--- src/rtl/fetch_receive_buffered_pkg.sv ---
// Shared constants and helpers for the buffered fetch receive stage.
// Holds the NOP encoding, a log2 helper and the FIFO entry width.
package fetch_receive_buffered_pkg;

  localparam logic [31:0] RV_NOP = 32'h0000_0013;

  function automatic int fr_clog2(input int n);
    int r;
    r = 0;
    while ((1 << r) < n) r++;
    return r;
  endfunction

  function automatic int fr_entry_w(input int dw, input int aw);
    return dw + aw;
  endfunction

endpackage

--- src/rtl/fetch_receive_buffered_fifo.sv ---
// DEPTH-entry synchronous FIFO holding {instruction, pc} pairs.
// Flush clears it in one cycle; push and pop may coincide at any occupancy.
module fetch_buffer_fifo
  import fetch_receive_buffered_pkg::*;
#(
  parameter int WIDTH = 64,
  parameter int DEPTH = 4
) (
  input  logic                      clock,
  input  logic                      reset,
  input  logic                      clear,
  input  logic                      push,
  input  logic                      pop,
  input  logic [WIDTH-1:0]          wdata,
  output logic [WIDTH-1:0]          rdata,
  output logic [fr_clog2(DEPTH):0]  count,
  output logic                      full,
  output logic                      empty
);

  localparam int PTR_W = fr_clog2(DEPTH);
  localparam int CNT_W = PTR_W + 1;

  logic [WIDTH-1:0] mem_q [DEPTH];
  logic [WIDTH-1:0] mem_d [DEPTH];
  logic [PTR_W-1:0] wr_q, wr_d;
  logic [PTR_W-1:0] rd_q, rd_d;
  logic [CNT_W-1:0] cnt_q, cnt_d;

  always_comb begin
    mem_d = mem_q;
    wr_d  = wr_q;
    rd_d  = rd_q;
    cnt_d = cnt_q;
    if (clear) begin
      wr_d  = '0;
      rd_d  = '0;
      cnt_d = '0;
    end else begin
      if (push) begin
        mem_d[wr_q] = wdata;
        wr_d        = wr_q + PTR_W'(1);
      end
      if (pop) rd_d = rd_q + PTR_W'(1);
      unique case (1'b1)
        push && !pop: cnt_d = cnt_q + CNT_W'(1);
        pop && !push: cnt_d = cnt_q - CNT_W'(1);
        default: ;
      endcase
    end
  end

  always_ff @(posedge clock) begin
    if (reset) begin
      wr_q  <= '0;
      rd_q  <= '0;
      cnt_q <= '0;
    end else begin
      wr_q  <= wr_d;
      rd_q  <= rd_d;
      cnt_q <= cnt_d;
    end
  end

  // Payload storage needs no reset; count gates every read.
  always_ff @(posedge clock) begin
    mem_q <= mem_d;
  end

  assign rdata = mem_q[rd_q];
  assign count = cnt_q;
  assign full  = (cnt_q == CNT_W'(DEPTH));
  assign empty = (cnt_q == '0);

endmodule

--- src/rtl/fetch_receive_buffered.sv ---
// Buffered fetch receive stage: credit tracking, post-flush response
// dropping and a FIFO between instruction memory and decode.
module fetch_receive_buffered
  import fetch_receive_buffered_pkg::*;
#(
  parameter int                    DATA_WIDTH      = 32,
  parameter int                    ADDRESS_BITS    = 32,
  parameter int                    DEPTH           = 4,
  parameter logic [DATA_WIDTH-1:0] NOP             = DATA_WIDTH'(RV_NOP),
  parameter int                    SCAN_CYCLES_MIN = 0,
  parameter int                    SCAN_CYCLES_MAX = 1000
) (
  input  logic                    clock,
  input  logic                    reset,
  input  logic                    flush,
  input  logic                    stall,
  input  logic                    fetch_issue,
  input  logic                    i_mem_valid,
  input  logic [DATA_WIDTH-1:0]   i_mem_data,
  input  logic [ADDRESS_BITS-1:0] i_mem_address,
  output logic [DATA_WIDTH-1:0]   instruction,
  output logic [ADDRESS_BITS-1:0] inst_PC,
  output logic                    valid,
  output logic                    buffer_full,
  output logic                    overflow,
  input  logic                    scan
);

  localparam int PTR_W = fr_clog2(DEPTH);
  localparam int CNT_W = PTR_W + 1;
  localparam int ENT_W = fr_entry_w(DATA_WIDTH, ADDRESS_BITS);

  logic [CNT_W-1:0] out_q, out_d;
  logic [CNT_W-1:0] drop_q, drop_d;
  logic             ovf_q, ovf_d;
  int               cycle_q, cycle_d;

  logic [CNT_W-1:0] fifo_count;
  logic             fifo_full;
  logic             fifo_empty;
  logic [ENT_W-1:0] head;
  logic             accept;
  logic             push;
  logic             pop;
  logic [CNT_W:0]   credit_sum;

  assign valid  = !fifo_empty && !flush;
  assign pop    = valid && !stall;
  assign accept = i_mem_valid && !flush && (drop_q == '0);
  assign push   = accept && (!fifo_full || pop);

  fetch_buffer_fifo #(
    .WIDTH (ENT_W),
    .DEPTH (DEPTH)
  ) u_fifo (
    .clock (clock),
    .reset (reset),
    .clear (flush),
    .push  (push),
    .pop   (pop),
    .wdata ({i_mem_data, i_mem_address}),
    .rdata (head),
    .count (fifo_count),
    .full  (fifo_full),
    .empty (fifo_empty)
  );

  always_comb begin
    out_d   = out_q;
    drop_d  = drop_q;
    ovf_d   = ovf_q;
    cycle_d = cycle_q + 1;
    unique case (1'b1)
      fetch_issue && !i_mem_valid: out_d = out_q + CNT_W'(1);
      !fetch_issue && i_mem_valid: begin
        if (out_q == '0) ovf_d = 1'b1;
        else out_d = out_q - CNT_W'(1);
      end
      default: ;
    endcase
    // Responses still owed to the killed path must be swallowed.
    if (flush) begin
      if (!i_mem_valid) drop_d = out_q;
      else if (out_q != '0) drop_d = out_q - CNT_W'(1);
      else drop_d = '0;
    end else if (i_mem_valid && drop_q != '0) begin
      drop_d = drop_q - CNT_W'(1);
    end
    if (accept && fifo_full && !pop) ovf_d = 1'b1;
  end

  always_ff @(posedge clock) begin
    if (reset) begin
      out_q   <= '0;
      drop_q  <= '0;
      ovf_q   <= 1'b0;
      cycle_q <= 0;
    end else begin
      out_q   <= out_d;
      drop_q  <= drop_d;
      ovf_q   <= ovf_d;
      cycle_q <= cycle_d;
    end
  end

  assign credit_sum  = {1'b0, fifo_count} + {1'b0, out_q};
  assign buffer_full = credit_sum >= (CNT_W+1)'(DEPTH);
  assign overflow    = ovf_q;
  assign instruction = valid ? head[ENT_W-1:ADDRESS_BITS] : NOP;
  assign inst_PC     = valid ? head[ADDRESS_BITS-1:0] : '0;

`ifndef SYNTHESIS
  always @(posedge clock) begin
    if (!reset && scan &&
        cycle_q >= SCAN_CYCLES_MIN && cycle_q <= SCAN_CYCLES_MAX)
      $display("scan cyc=%0d count=%0d out=%0d drop=%0d inst=%h pc=%h",
               cycle_q, fifo_count, out_q, drop_q,
               head[ENT_W-1:ADDRESS_BITS], head[ADDRESS_BITS-1:0]);
  end
`endif

endmodule
--- config.mk ---
export PLATFORM = sky130hd
export DESIGN_NAME = fetch_receive_buffered
export DESIGN_NICKNAME = d
export VERILOG_FILES = /design/src/rtl/fetch_receive_buffered_pkg.sv /design/src/rtl/fetch_receive_buffered_fifo.sv /design/src/rtl/fetch_receive_buffered.sv
export SDC_FILE = /design/constraint.sdc
export NUM_CORES = 1
export LEC_CHECK = 0
export CORE_MARGIN = 2
export CORE_UTILIZATION = 59
export DETAILED_ROUTE_END_ITERATION = 10
export PLACE_DENSITY = 0.88
export SLEW_MARGIN = 20
export SYNTH_ARGS = -nofsm -noshare
export SYNTH_HDL_FRONTEND = slang
export SYNTH_SLANG_ARGS = --single-unit
--- constraint.sdc ---
create_clock -name clock -period 6.4 [get_ports clock]
set_input_delay 0.96 -clock clock [delete_from_list [all_inputs] [get_ports clock]]
set_output_delay 0.96 -clock clock [all_outputs]
set_load 0.02 [all_outputs]
==> Yosys cells after proc, flatten, opt, wreduce, memory -nomap -nowiden <==
Index checks and enable logic that the tools add are counted.
{ "word_totals": {"ff_bits": 270, "input_bits": 71, "output_inout_bits": 67, "elab_cells": 81} }
{ "op_classes": {"add_sub_neg": 8, "magnitude_cmp": 4, "n_eq_ne": 2, "n_mux": 18, "bitwise": 3, "reduce_logical": 36} }
{ "op_table": {"columns": ["op", "n"], "rows": [
  ["$bwmux 256", 1],
  ["$mux 64", 3],
  ["$bmux 64 s2", 1],
  ["$demux 64 s2", 1],
  ["$mux 32", 2],
  ["$mux 3", 5],
  ["$logic_and 1x1->1", 13],
  ["$pmux 3 s2", 2],
  ["$reduce_bool 2->1", 5],
  ["$logic_not 3->1", 3],
  ["$sub 3x1->3 const B", 3],
  ["$logic_not 1->1", 8],
  ["$add 3x1->3 const B", 2],
  ["$ge 3x3->1 const B", 2],
  ["$not 2->3", 2],
  ["$reduce_and 2->1", 3],
  ["$reduce_bool 3->1", 2],
  ["$add 2x1->2 const B", 2],
  ["$add 3x3->4", 1],
  ["$ge 4x3->1 const B", 1],
  ["$eq 3x3->1 const B", 1],
  ["$lt 3x1->1 const B", 1],
  ["$mux 1", 3],
  ["$ne 2x2->1 const B", 1],
  ["other kinds (3)", 3]
]} }

==> Depth between registers and ports, before layout <==
Gate-level depths: netlist of run 1.
{ "logic_depth": {"word_depth": 9, "mapped_depth": 11, "ltp_nobuf": 11} }

==> Cells and area by module <==
A second synthesis of run 1 with hierarchy kept.
{ "hier_totals": {"cells_unflattened": 524, "area_unflattened_um2": 10672.7} }
{ "modules_own_cells": {"columns": ["module", "instances", "cells_per_inst", "area_per_inst_um2", "seq_area_each_um2"], "rows": [
  ["fetch_buffer_fifo", 1, 380, 9634.2, 7827.5],
  ["fetch_receive_buffered", 1, 144, 1038.5, 140.1]
]} }

==> Worst setup path after synthesis of run 1 <==
Ideal clock, no wire load.
{ "synth_path": {"path_kind": "input -> register", "startpoint": "input i_mem_valid", "endpoint": "register u_fifo.mem_q[0] in the netlist's numbering (enable)", "setup_time_ns": 0.429, "t_arrival_ns": 3.020, "required_time_ns": 5.971, "setup_slack_ns": 2.951, "stages": 3, "n_path_buf": 1, "cell_sequence": "clkbuf_1 and4bb_2 and3_1"} }
{ "synth_via": {"elab_chain_len": 4} }
{ "synth_rtl": {"columns": ["item", "line", "rtl"], "rows": [
  ["start: declaration", "fetch_receive_buffered.sv:18", "input logic i_mem_valid,"],
  ["$logic_and 1x1->1 (2 in series)", "fetch_receive_buffered.sv:49", "assign accept = i_mem_valid && !flush && (drop_q == '0);"],
  ["$logic_and 1x1->1", "fetch_receive_buffered.sv:50", "assign push = accept && (!fifo_full || pop);"],
  ["$reduce_and 2->1 (no line)", null, null],
  ["end signal: assignment", "fetch_receive_buffered_fifo.sv:67", "mem_q <= mem_d;"],
  ["end: declaration", "fetch_receive_buffered_fifo.sv:24", "logic [WIDTH-1:0] mem_q [DEPTH];"]
]} }
No other way between the ends.
A chain may end at the register's enable or synchronous reset.

==> Final worst setup path of run 1 <==
{ "layout_path": {"startpoint": "input flush", "endpoint": "output inst_PC[31]"} }
{ "layout_via": {"elab_chain_len": 3} }
{ "layout_rtl": {"columns": ["item", "line", "rtl"], "rows": [
  ["start: declaration", "fetch_receive_buffered.sv:15", "input logic flush,"],
  ["$logic_not 1->1", "fetch_receive_buffered.sv:47", "assign valid = !fifo_empty && !flush;"],
  ["$logic_and 1x1->1", "fetch_receive_buffered.sv:47", null],
  ["$mux 32", "fetch_receive_buffered.sv:110", "assign inst_PC = valid ? head[ADDRESS_BITS-1:0] : '0;"],
  ["end: declaration", "fetch_receive_buffered.sv:22", "output logic [ADDRESS_BITS-1:0] inst_PC,"]
]} }
No other way between the ends.

==> run_results.csv, run 1 <==
group,metric,value,unit
sta,fin_skew,0.00646,ns
routing,wire_per_inst,21.4,um
sta,worst_pin_slew,1.04,ns
floorplanning,dieArea,0.0192,mm2
synth,synth_top_area_frac,0.721,
global_route,grt_start_max_net_pins,67,
cts,path_clk_slew,0.06,ns
min_path,hold_path_depth,2,
synth,syn_nets,610,
routing,viasPerCell,5.84,
cts,cts_buffer_depth,3,
synth,synthTopCellsByArea,"edfxtp_1 (72%), mux4_2 (14%), and2_1 (3.6%)",
setup_path,start_kind,"input pin",
cts,insertion_delay,0.51,ns
global_route,gr-total-overflow,0,
power_and_ir_drop,clkPwrFrac,0.419,
place,place_area,0.0122,mm2
power_and_ir_drop,seq_power_share,0.514,
setup_path,r2r_end,"u_fifo.count[2]",
min_path,hold_class,"reg2reg",
setup_path,r2r_start,"drop_q[0]",
sta,fin_crit,4.63,ns
finish,final_nets,751,
global_route,track_usage,0.206,
routing,first_iter_violations,319,
synth,synth.yosys.warnings,0,
job,drv_cap,0,
floorplanning,die_x,138,um
floorplanning,start_util,0.598,
power_and_ir_drop,p_comb_frac,0.068,
sta,finalSetupViolCount,0,
routing,ant_nets,0,
cts,ctsRootBufferMaster,"clkbuf_16",
finish,final_cell_mix,"edfxtp_1 (256), clkdlybuf4s50_1 (136), mux4_2 (64)",
synth,ys_types,41,
finish,final_common_cell,"edfxtp_1",
cts,cts_setup_buffers,0,
synth,syn_inst,525,
synth,synth_area_leader_cell,"edfxtp_1",
global_route,grt_first_pass_wirelength,30.9,mm
setup_path,worstPathArrival,3.67,ns
place,hpwlAfterDp,11.0,mm
floorplanning,fp-row-count,49,
setup_path,r2r_cells,11,
synth,yosys_register_bits,270,
setup_path,worst_ep_required_time,5.44,ns
place,gp_congestion,0.786,
global_route,antenna_found_initial,0,
global_route,first_global_vias,5737,
min_path,worst_hold_path.endpoint,"u_fifo.wr_q[0]",
setup_path,endpoint_kind,"output port",
floorplanning,coreArea,0.0178,mm2
synth,synth_seq_area_share,0.747,
run_status,status,"completed",
sta,rsz0062_at_grt,"no",
cts,cts-resized-gates,0,
sta,finalSetupTns,0,ns
cts,clock_sink_count,270,
finish,n_antenna_cell,0,
power_and_ir_drop,pwr_density_cell,297,mW/mm2
place,placed_cells,866,
sta,fmax,0.216,GHz
routing,routed_wl,19.6,mm
routing,drc_errors,0,
power_and_ir_drop,p_leak,4.19,nW
sta,worst_hold_slack,0.532,ns
power_and_ir_drop,p_int,3.14,mW
power_and_ir_drop,swShare,0.196,
cts,numCtsBuffers,27,
routing,vias,5341,
cts,htreeDepth,1,
sta,drv_slew,0,
setup_path,critPathKind,"in2out",
setup_path,path_max_fanout,37,
setup_path,reg2reg_slack,3.84,ns
finish,finalNonFillerCells,915,
power_and_ir_drop,peakVddDrop,0.000247,V
routing,dr.pass1.iters,4,
min_path,hp-start,"u_fifo.wr_q[0]",
floorplanning,ioPinCount,138,
cts,cts_hold_buf,0,
sta,relSlewSlack,0.308,
finish,stdcell_area,0.0132,mm2
sta,fin_crit_sh,0.723,
finish,drive_gt1_frac,0.175,
finish,final_util,0.738,
sta,finalHoldViolCount,0,
finish,fill_cells,977,
place,io_buffer_count,136,
cts,tritoncts,"built",
finish,syn_to_final_growth,23.5,%
power_and_ir_drop,switching_power,0.766,mW
synth,syn_area_per_cell,20.3,um2
floorplanning,die_y,138,um
synth,synth_area,0.0107,mm2
[power groups by stage]
stage,sequential [mW],combinational (mW),clock (mW)
CTS,2.01,0.263,1.66
global placement,2.04,0.237,0
finish,2.01,0.264,1.64
global route,2.01,0.285,1.73
detailed placement,2.04,0.257,0
floorplan,2.04,0.140,0
[critical path, cell delays in order]
cell and delay (ns):
clkdlybuf4s50_1 0.68, nor2_4 0.75, buf_4 0.39, and2_1 0.24, clkdlybuf4s50_1 0.63
[worst max path at each step]
stage | start | endpoint | slack (ns) | depth (start not counted)
2_1_floorplan | i_mem_valid | u_fifo.mem_q[0] | 2.95 | 3
3_3_place_gp | flush | inst_PC[31] | 1.81 | 5
6_report | flush | inst_PC[31] | 1.77 | 5
4_1_cts | flush | inst_PC[31] | 1.76 | 5
5_1_grt | flush | inst_PC[31] | 1.60 | 5
3_5_place_dp | flush | inst_PC[31] | 1.76 | 5
[cell families (layout without fill, tap and decap cells)]
kind of cell / Yosys count / after routing / synth area share
buffers and inverters: 40 / 201 / 0.0180
DFF: 270 / 270 / 0.747
adders and majority gates: 14 / 14 / 0.0171
and+or+nand+nor: 104 / 104 / 0.0595
xor gates and xnor gates: 3 / 3 / 0.00247
AOI/OAI and AO/OA: 26 / 26 / 0.0163
muxes: 68 / 68 / 0.139
[cells in the mapped netlist, drive strengths merged]
cell,n
mux4,64
nand4bb,1
o31ai,2
edfxtp,256
nor3,3
o32ai,1
nand2,4
nor2,10
fa,1
and3,6
a311oi,2
a221oi,1
nand2b,4
dfxtp,14
and4bb,1
mux2,2
xnor2,1
mux2i,2
o2111ai,2
or3,6
a21oi,6
a21boi,2
nand4,2
o21bai,1
a211oi,1
a31oi,2
o21ai,5
or3b,2
a211o,1
ha,13
nand4b,1
or2,1
xor2,2
buf,12
and2,62
nand3,1
inv,14
clkbuf,14
[per-stage QoR]
stage,setup slack (ns),total power [mW]
2_1_floorplan,2.95,2.18
3_3_place_gp,1.81,2.27
3_5_place_dp,1.76,2.30
4_1_cts,1.76,3.93
5_1_grt,1.60,4.02
6_report,1.77,3.91
[registers in the layout (all words and copies together), names as in the netlist]
register and flops:
overflow 1, u_fifo.count 3, u_fifo.wr_q 2, u_fifo.rd_q 2, drop_q 3, out_q 3, u_fifo.mem_q 256
[layer usage]
metal | vias to the layer above | part of all wire | track usage | routed length [um]
met1 | 2702 | 0.39 | 0.266 | 7660
met3 | 49 | 0.064 | 0.0381 | 1250
met5 | - | 0 | 0 | 0
li1 | 2394 | - | - | -
met4 | 0 | 0.025 | 0.0628 | 486
met2 | 196 | 0.52 | 0.360 | 10200
[area by class of cell]
cell class | instances | area, um2 | share of cell area
inverters | 14 | 52.6 | 0.00399
well taps | 229 | 287 | 0.0218
multi-input cells | 215 | 2530 | 0.192
clock buffers | 40 | 764 | 0.0581
flip-flops and latches | 270 | 7980 | 0.606
clock inverters | 9 | 176 | 0.0134
repair buffers | 138 | 1380 | 0.105
No activity file was read; power rests on OpenSTA's default activity.
==> inputs of run 2 (changes only) <==
Settings changed: CORE_UTILIZATION 59 to 50, PLACE_DENSITY 0.88 to 0.8.
Clock period 6.4 ns to 4.09 ns, I/O delays scaled along.
==> run 2 against run 1 <==
Via count up 0.60%; worst setup slack worse by 1.4 ns; first-iteration DRC count up 27%; critical path depth down 1; sequential share of layout area down 1.1 points; clock power up 65%; largest cell class unchanged.
==> run_results.csv, run 2 (synthesis results as in run 1) <==
group,metric,value,unit
setup_path,r2r_cells,11,
sta,relSlewSlack,0.457,
global_route,track_usage,0.184,
routing,routed_wl,20.3,mm
setup_path,r2r_end,"u_fifo.count[2]",
job,drv_cap,0,
min_path,hold_class,"reg2reg",
finish,drive_gt1_frac,0.192,
cts,insertion_delay,0.53,ns
routing,drc_errors,0,
setup_path,cpLargestDelayFamily,"buffers and inverters",
sta,finalHoldViolCount,0,
sta,finalSetupViolCount,0,
cts,cts_hold_buf,0,
finish,final_nets,761,
place,io_buffer_count,136,
setup_path,worstPathArrival,3.08,ns
sta,rsz0062_at_grt,"no",
routing,viasPerCell,5.52,
floorplanning,fp-row-count,53,
setup_path,worst_ep_required_time,3.48,ns
run_status,status,"completed",
global_route,gr-total-overflow,0,
finish,final_common_cell,"edfxtp_1",
sta,fin_skew,0.0151,ns
floorplanning,die_y,150,um
cts,path_clk_slew,0.06,ns
power_and_ir_drop,peakVddDrop,0.000366,V
setup_path,cp_cell_sequence,"buf_4 -> mux4_2 -> and2_1 -> clkdlybuf4s50_1",
min_path,worst_hold_path.endpoint,"overflow",
cts,cts-resized-gates,0,
routing,ant_nets,0,
routing,routed.top_layer,"met4",
place,hpwlAfterDp,12.0,mm
min_path,hp-start,"overflow",
finish,final_util,0.639,
finish,syn_to_final_growth,25.7,%
floorplanning,coreArea,0.0210,mm2
global_route,antenna_found_initial,0,
routing,dr.pass1.iters,5,
sta,fin_crit,3.70,ns
sta,worst_pin_slew,0.814,ns
cts,cts_setup_buffers,0,
setup_path,critPathBufInv,2,
floorplanning,ioPinCount,138,
min_path,hold_path_depth,2,
cts,clock_sink_count,270,
routing,wl_met3,1.30,mm
cts,numCtsBuffers,28,
finish,n_antenna_cell,0,
cts,tritoncts,"built",
finish,fill_cells,1448,
setup_path,cpPeakStageDelay,0.86,ns
power_and_ir_drop,p_leak,4.28,nW
setup_path,start_kind,"flop",
finish,final_cell_mix,"edfxtp_1 (256), clkdlybuf4s50_1 (136), mux4_2 (64)",
sta,fin_crit_sh,0.904,
cts,htreeDepth,1,
setup_path,path_max_fanout,39,
sta,fmax,0.271,GHz
routing,wl_met2,10.2,mm
cts,cts_buffer_depth,3,
place,gp_congestion,0.811,
routing,vias,5373,
floorplanning,die_x,150,um
global_route,grt_start_max_net_pins,52,
setup_path,r2r_start,"drop_q[0]",
floorplanning,start_util,0.509,
setup_path,endpoint_kind,"output port",
routing,wire_per_inst,20.8,um
setup_path,critPathKind,"reg2out",
sta,drv_slew,0,
setup_path,crit_cells,4,
global_route,first_global_vias,5873,
routing,wl_met1,8.41,mm
routing,first_iter_violations,404,
place,dp_slack,0.674,ns
finish,largest_register_ffs,256,
global_route,grt_first_pass_wirelength,31.7,mm
power_and_ir_drop,pwr_density_cell,467,mW/mm2
cts,ctsRootBufferMaster,"clkbuf_16",
setup_path,cp_slowest_cell,"dfxtp_4",
floorplanning,dieArea,0.0225,mm2
setup_path,reg2reg_slack,1.44,ns
sta,worst_slack,0.393,ns
finish,top_register,"u_fifo.mem_q",
sta,finalSetupTns,0,ns
[run 2: changes by cell type in the layout (fill, tap and decap cells not counted)]
cell,previous run,this run
clkinvlp_4,0,2
buf_4,2,7
clkbuf_1,9,5
clkinv_8,0,1
buf_12,0,4
clkinv_1,0,2
clkbuf_8,4,0
clkinv_2,3,7
bufinv_16,5,7
clkbuf_16,27,28
inv_8,1,0
[run 2: report_power, final]
group	switching [mW]	leakage (nW)	internal [mW]	total, mW
logic	0.198	1.36	0.207	0.405
clock network	1.01	0.488	1.70	2.71
registers	0.0369	2.43	3.10	3.14
[run 2: worst reg2reg max path, stage by stage (launching register included)]
cell	delay, ns
dfxtp_1	0.36
inv_1	0.09
ha_1	0.24
and4bb_2	0.31
and2_1	0.19
inv_1	0.07
ha_1	0.18
inv_1	0.08
fa_1	0.39
xor2_1	0.17
or3_1	0.31
a21oi_1	0.19
[run 2: per-stage QoR]
step	hold slack [ns]	total power [mW]	instance area [um2]	std cells
6_report	0.538	6.25	13400	973
5_1_grt	0.552	6.46	13400	973
4_1_cts	0.544	6.31	13400	973
3_5_place_dp	0.504	3.60	12400	921
3_3_place_gp	0.492	3.57	12400	921
2_1_floorplan	0.470	3.41	10700	525
[run 2: worst max path at each step]
stage                         startpoint  slack (ns)               to
final                     u_fifo.rd_q[0]        0.39  instruction[30]
after global routing      u_fifo.rd_q[0]        0.17       inst_PC[3]
after CTS                 u_fifo.rd_q[0]        0.28  instruction[30]
after detailed placement           flush        0.67  u_fifo.count[2]
after global placement             flush        0.75       inst_PC[3]
after floorplan              i_mem_valid        0.99  u_fifo.mem_q[0]
[run 2: area by class of cell]
class / instances / area [um2] / share of cell area
Sequential cell: 270 / 7980 / 0.595
Multi-Input combinational cell: 215 / 2530 / 0.189
Timing Repair Buffer: 147 / 1490 / 0.112
Clock buffer: 33 / 719 / 0.0537
Tap cell: 275 / 344 / 0.0257
Clock inverter: 19 / 284 / 0.0212
Inverter: 14 / 52.6 / 0.00392
[run 2: metal layers]
layer	global-route usage	vias up
met5	0	-
met4	0.0505	0
met3	0.0378	31
met2	0.309	189
met1	0.246	2742
li1	-	2411
